$ cat config.mk
export PLATFORM = sky130hd
export DESIGN_NAME = regfile_sb
export DESIGN_NICKNAME = d
export VERILOG_FILES = /design/src/rtl/rf_pkg.sv /design/src/rtl/rf_scoreboard.sv /design/src/rtl/regfile_sb.sv
export SDC_FILE = /design/constraint.sdc
export NUM_CORES = 2
export LEC_CHECK = 0
export CAP_MARGIN = 40
export CORE_UTILIZATION = 57
export CTS_BUF_LIST = sky130_fd_sc_hd__clkbuf_4 sky130_fd_sc_hd__clkbuf_8 sky130_fd_sc_hd__clkbuf_16
export CTS_CLUSTER_SIZE = 14
export DETAILED_ROUTE_END_ITERATION = 8
export PLACE_DENSITY = 0.78
export SYNTH_ARGS = -nofsm -noshare
export SYNTH_HDL_FRONTEND = slang
export SYNTH_SLANG_ARGS = --single-unit
$ cat constraint.sdc
create_clock -name clk -period 37.2 [get_ports clk]
set_input_delay 7.44 -clock clk [delete_from_list [all_inputs] [get_ports clk]]
set_output_delay 7.44 -clock clk [all_outputs]
set_load 0.005 [all_outputs]
$ cat src/rtl/rf_pkg.sv
// Shared constants and types for the scoreboarded register file.
// Default widths match the dual-issue pipeline's 32 x 32-bit integer file.
package rf_pkg;

    localparam int RF_DW       = 32;
    localparam int RF_AW       = 5;
    localparam int RF_NREG     = 1 << RF_AW;
    localparam int RF_ZERO_REG = 0;

    typedef logic [RF_AW-1:0] rf_addr_t;
    typedef logic [RF_DW-1:0] rf_data_t;

endpackage

$ cat src/rtl/rf_scoreboard.sv
// Per-register busy bits: set when an instruction issues to the register,
// cleared when either writeback port writes it. Register 0 is never busy.
module rf_scoreboard
    import rf_pkg::*;
#(
    parameter int AW = RF_AW
) (
    input  logic                 clk,
    input  logic                 Rst,
    input  logic                 IssueEn,
    input  logic [AW-1:0]        regI,
    input  logic                 We0,
    input  logic [AW-1:0]        regW0,
    input  logic                 We1,
    input  logic [AW-1:0]        regW1,
    output logic [(1<<AW)-1:0]   BusyVec
);

    localparam int NREG = 1 << AW;

    logic [NREG-1:0] set_vec;
    logic [NREG-1:0] clr_vec;

    // Bit 0 of both vectors stays low, so busy[0] can never leave reset value.
    always_comb begin
        set_vec = '0;
        clr_vec = '0;
        for (int r = 1; r < NREG; r++) begin
            set_vec[r] = IssueEn && (regI == AW'(r));
            clr_vec[r] = (We0 && (regW0 == AW'(r))) || (We1 && (regW1 == AW'(r)));
        end
    end

    // Set beats clear: a same-cycle issue belongs to a younger writer.
    always_ff @(posedge clk or posedge Rst) begin
        if (Rst) begin
            BusyVec <= '0;
        end else begin
            BusyVec <= set_vec | (BusyVec & ~clr_vec);
        end
    end

endmodule

$ cat src/rtl/regfile_sb.sv
// Two-read / two-write register file with RAW busy scoreboard for decode.
// Define REGFILE_BYPASS_EN to forward same-cycle writeback data to the read ports.
module regfile_sb
    import rf_pkg::*;
#(
    parameter int DW        = RF_DW,
    parameter int AW        = RF_AW,
    parameter int RESET_IDX = 1
) (
    input  logic                 clk,
    input  logic                 Rst,
    input  logic [AW-1:0]        regA,
    input  logic [AW-1:0]        regB,
    output logic [DW-1:0]        Adat,
    output logic [DW-1:0]        Bdat,
    output logic                 Astall,
    output logic                 Bstall,
    input  logic                 IssueEn,
    input  logic [AW-1:0]        regI,
    input  logic                 We0,
    input  logic [AW-1:0]        regW0,
    input  logic [DW-1:0]        Wdat0,
    input  logic                 We1,
    input  logic [AW-1:0]        regW1,
    input  logic [DW-1:0]        Wdat1,
    output logic [(1<<AW)-1:0]   BusyVec
);

    localparam int            NREG = 1 << AW;
    localparam logic [AW-1:0] ZERO = AW'(RF_ZERO_REG);

    logic [DW-1:0] regs [NREG];

    // Port 1 has priority on an address collision; entry 0 is never written.
    always_ff @(posedge clk or posedge Rst) begin
        if (Rst) begin
            for (int i = 0; i < NREG; i++) begin
                regs[i] <= (RESET_IDX != 0) ? DW'(i) : '0;
            end
        end else begin
            for (int i = 1; i < NREG; i++) begin
                if (We1 && (regW1 == AW'(i))) begin
                    regs[i] <= Wdat1;
                end else if (We0 && (regW0 == AW'(i))) begin
                    regs[i] <= Wdat0;
                end
            end
        end
    end

    rf_scoreboard #(
        .AW (AW)
    ) u_scoreboard (
        .clk     (clk),
        .Rst     (Rst),
        .IssueEn (IssueEn),
        .regI    (regI),
        .We0     (We0),
        .regW0   (regW0),
        .We1     (We1),
        .regW1   (regW1),
        .BusyVec (BusyVec)
    );

    logic [DW-1:0] arr_a;
    logic [DW-1:0] arr_b;
    logic [DW-1:0] fwd_a;
    logic [DW-1:0] fwd_b;
    logic          hit_a;
    logic          hit_b;

    assign arr_a = (regA == ZERO) ? '0 : regs[regA];
    assign arr_b = (regB == ZERO) ? '0 : regs[regB];

`ifdef REGFILE_BYPASS_EN
    // Forwarding mirrors the write priority so reads match next-cycle contents.
    always_comb begin
        hit_a = 1'b0;
        fwd_a = '0;
        if (regA != ZERO) begin
            if (We1 && (regW1 == regA)) begin
                hit_a = 1'b1;
                fwd_a = Wdat1;
            end else if (We0 && (regW0 == regA)) begin
                hit_a = 1'b1;
                fwd_a = Wdat0;
            end
        end
    end

    always_comb begin
        hit_b = 1'b0;
        fwd_b = '0;
        if (regB != ZERO) begin
            if (We1 && (regW1 == regB)) begin
                hit_b = 1'b1;
                fwd_b = Wdat1;
            end else if (We0 && (regW0 == regB)) begin
                hit_b = 1'b1;
                fwd_b = Wdat0;
            end
        end
    end
`else
    assign hit_a = 1'b0;
    assign hit_b = 1'b0;
    assign fwd_a = '0;
    assign fwd_b = '0;
`endif

    assign Adat   = hit_a ? fwd_a : arr_a;
    assign Bdat   = hit_b ? fwd_b : arr_b;
    assign Astall = BusyVec[regA] & ~hit_a;
    assign Bstall = BusyVec[regB] & ~hit_b;

endmodule

==> run metrics <==
DRT Pass-1 Iters=9; Post-CTS Setup Bufs=0; area occupied by multi-input gates=0.0357 mm²; first-pass GRT wire length=363 mm; Cell Rows=122; Tmin final=18.94 ns; Yosys warnings=32; clk buf depth=3; clk slew on worst S/H paths=0.06 ns; Combinational Power Share=0.261; failing checks=design-rule violations; Flop pwr share=0.428; max-cap violations=0; Netlist Area Pre-Place=0.0641 mm²; GPL Wtd Cong=0.940; DP HPWL=146 mm; maximum clock frequency=0.0528 GHz; delay-heaviest family, CP=buffers and inverters; Post-synth top cells=mux2i_1 (1,151), dfrtp_1 (943), nor2_1 (569); Worst path max stage delay=0.73 ns; area leader, netlist=dfrtp_1; worst IR drop on VDD=0.0407 mV; Die Y=337 µm; Final period util=0.509; synth-to-layout area growth=13.5%; grt ovf=0; Vias/cell=7.44; Starting DRT DRC Count=9,703; Storage cell area=0.0257 mm²; io pins=192; initial core utilization=0.577; P per Cell Area=54.5 mW/mm²; area share of the largest cell type after synthesis=0.368; CP required=29.76 ns; Slew Viols, Final=0; #FFs+latches synth=1,023; arrival time at the worst endpoint=11.50 ns; die width=337 µm; clk root buf=clkbuf_16; EDFF count, synth=0; gr usage total=0.439; clock share of power=0.311; Post-DP Area=0.0686 mm²; Num CTS Buffers=110; H-tree Lvls=3; CTS tree=done; pin count of the biggest net entering global routing=135; routed wire length per instance=33.8 µm; Syn Area/Cell=10.7 µm²; sw power=0.00123 W; vias in the first global route=54,100; Max-slew headroom=0.243; clock latency on the worst-skew pair=0.73 ns; largest fanout on the critical path=110; Hold WC Path Type=flop to flop; layout cell share with drive strength beyond 1=0.195; most common cell in the netlist=mux2i_1; Pleak=31.1 nW; RSZ-0062 raised after global routing=no; final setup skew=0 ns; ys async rst share=1.00; CP Cell Sequence=buf_8 > buf_12 > buf_4 > buf_12 > mux4_2 > mux2i_1 > a22o_1 > a31oi_1 > clkdlybuf4s50_1; # DRC=6; most repeated library cell on the critical path=buf_12; Crit. End Element=output pin; Cell Int Power=0.00273 W; Synth Flop Type=dfrtp_1; kind of critical path=input port to output pin; Sw Ratio=0.311; core footprint=0.111 mm²; post-synthesis instance total=5,987; run status=complete, but fails checks; fill count=8,004; Clock Sinks=1,023; die area=0.114 mm²; number of nets with antenna violations after routing=0; Setup Viol. Count Final=0; Finished Cell Area=0.0727 mm²; Slew @ Worst Pin=1.14 ns; port bufs=190; Unique masters post-synth=50; vias post-DR=55,000; final sum of negative setup slack=0 ns; hold_buf cts=0; Slowest cell on crit path=buf_12; Worst Path Buf+Inv=5; number of antenna violations at the first check in global routing=21; drt total wl=250 mm; CTS resizes=0; fin nets=5,884; register area share after synthesis=0.401; crit path launch type=input port; syn_nets=6,081; final hold vios=0; largest cells by area after synthesis=dfrtp_1 (37%), mux2i_1 (18%), mux4_2 (16%)
cell families (layout without fill, tap and decap cells):
group                  count (synthesis)  in the layout  share of synthesized area
and+or+nand+nor                     1232           1232                     0.0774
muxes                               1712           1712                      0.360
AOI/OAI and AO/OA                   1291           1291                      0.114
DFF                                 1023           1023                      0.401
buffers and inverters                728            625                     0.0485
other                                  1             15                  0.0000585
area by class of cell:
| cell class | instances | area share |
|---|---|---|
| flip-flops and latches | 1023 | 0.353 |
| multi-input cells | 4236 | 0.491 |
| diodes | 14 | 0.000482 |
| inverters | 15 | 0.000946 |
| clock inverters | 51 | 0.0101 |
| clock buffers | 155 | 0.0454 |
| repair buffers | 404 | 0.0732 |
| well taps | 1488 | 0.0256 |
metal layers:
| layer | GRT usage | up-vias | share of wire |
|---|---|---|---|
| met4 | 0.310 | 24 | 0.089 |
| met3 | 0.217 | 1586 | 0.17 |
| met1 | 0.535 | 26700 | 0.33 |
| li1 | - | 21500 | - |
| met2 | 0.605 | 5158 | 0.41 |
| met5 | 0.0153 | - | 0.0015 |
sequential cells by signal (all words and copies together) (netlist names):
signal / flops
regs: 992
u_scoreboard.BusyVec: 31
per-stage QoR:
step,power (W),std cells,hold slack [ns],setup WS [ns],util
5_1_grt,0.00409,7378,0.528,18.03,0.654
2_1_floorplan,0.00234,5987,0.486,1.10,-
6_report,0.00396,7386,0.520,18.26,0.655
4_1_cts,0.00391,7371,0.519,18.24,0.654
3_3_place_gp,0.00260,7040,0.500,18.10,0.593
3_5_place_dp,0.00269,7165,0.506,18.25,0.618
worst paths after layout:
| kind | start | endpoint | slack (ns) | cells after the start |
|---|---|---|---|---|
| worst min-delay path | regs[960]$_DFFE_PP1P_ | regs[960]$_DFFE_PP1P_ | 0.52 | 2 |
| worst max-delay path | regB[0] | Bdat[4] | 18.26 | 9 |
| max in group asynchronous | Rst | regs[68]$_DFFE_PP1P_ | 26.75 | 9 |
| min in group asynchronous | Rst | regs[539]$_DFFE_PP0P_ | 7.09 | 2 |
| worst min register to register | regs[960]$_DFFE_PP1P_ | regs[960]$_DFFE_PP1P_ | 0.52 | 2 |
| worst max register to register | u_scoreboard.BusyVec[20]$_DFF_PP0_ | u_scoreboard.BusyVec[20]$_DFF_PP0_ | 36.19 | 1 |
power groups by stage:
stage / clock network [W] / logic (W) / registers (W)
6_report: 0.00123 / 0.00104 / 0.00170
5_1_grt: 0.00127 / 0.00110 / 0.00171
3_3_place_gp: 0 / 0.000939 / 0.00166
3_5_place_dp: 0 / 0.00100 / 0.00168
4_1_cts: 0.00123 / 0.00101 / 0.00167
2_1_floorplan: 0 / 0.000744 / 0.00160
worst min-delay path: cells and delay by family (launching register included):
family          cells  cell delay [ns]
compound gates      1             0.05
flops               1             0.37
simple gates        1             0.10
cell usage in the layout (no fill, tap or decap), drive strengths merged, types with 2 or more instances in the layout:
master,synthesis,routed
a21oi,548,548
a221o,31,31
a221oi,34,34
a22o,34,34
a22oi,34,34
a31oi,31,31
a32o,10,10
and2,8,8
and4b,3,3
and4bb,3,3
buf,268,221
bufinv,0,17
clkbuf,445,156
clkdlybuf4s50,0,182
clkinv,3,27
clkinvlp,0,5
dfrtp,943,943
dfstp,80,80
diode,0,14
inv,12,17
mux2,99,99
mux2i,1151,1151
mux4,462,462
nand2,552,552
nand2b,10,10
nand3,5,5
nand4,2,2
nand4b,3,3
nand4bb,3,3
nor2,576,576
nor2b,49,49
nor3,9,9
nor3b,2,2
nor4b,2,2
o211ai,33,33
o21a,30,30
o21ai,468,468
o22ai,30,30
o31a,6,6
or2,3,3
No activity file was read; power rests on OpenSTA's default activity.
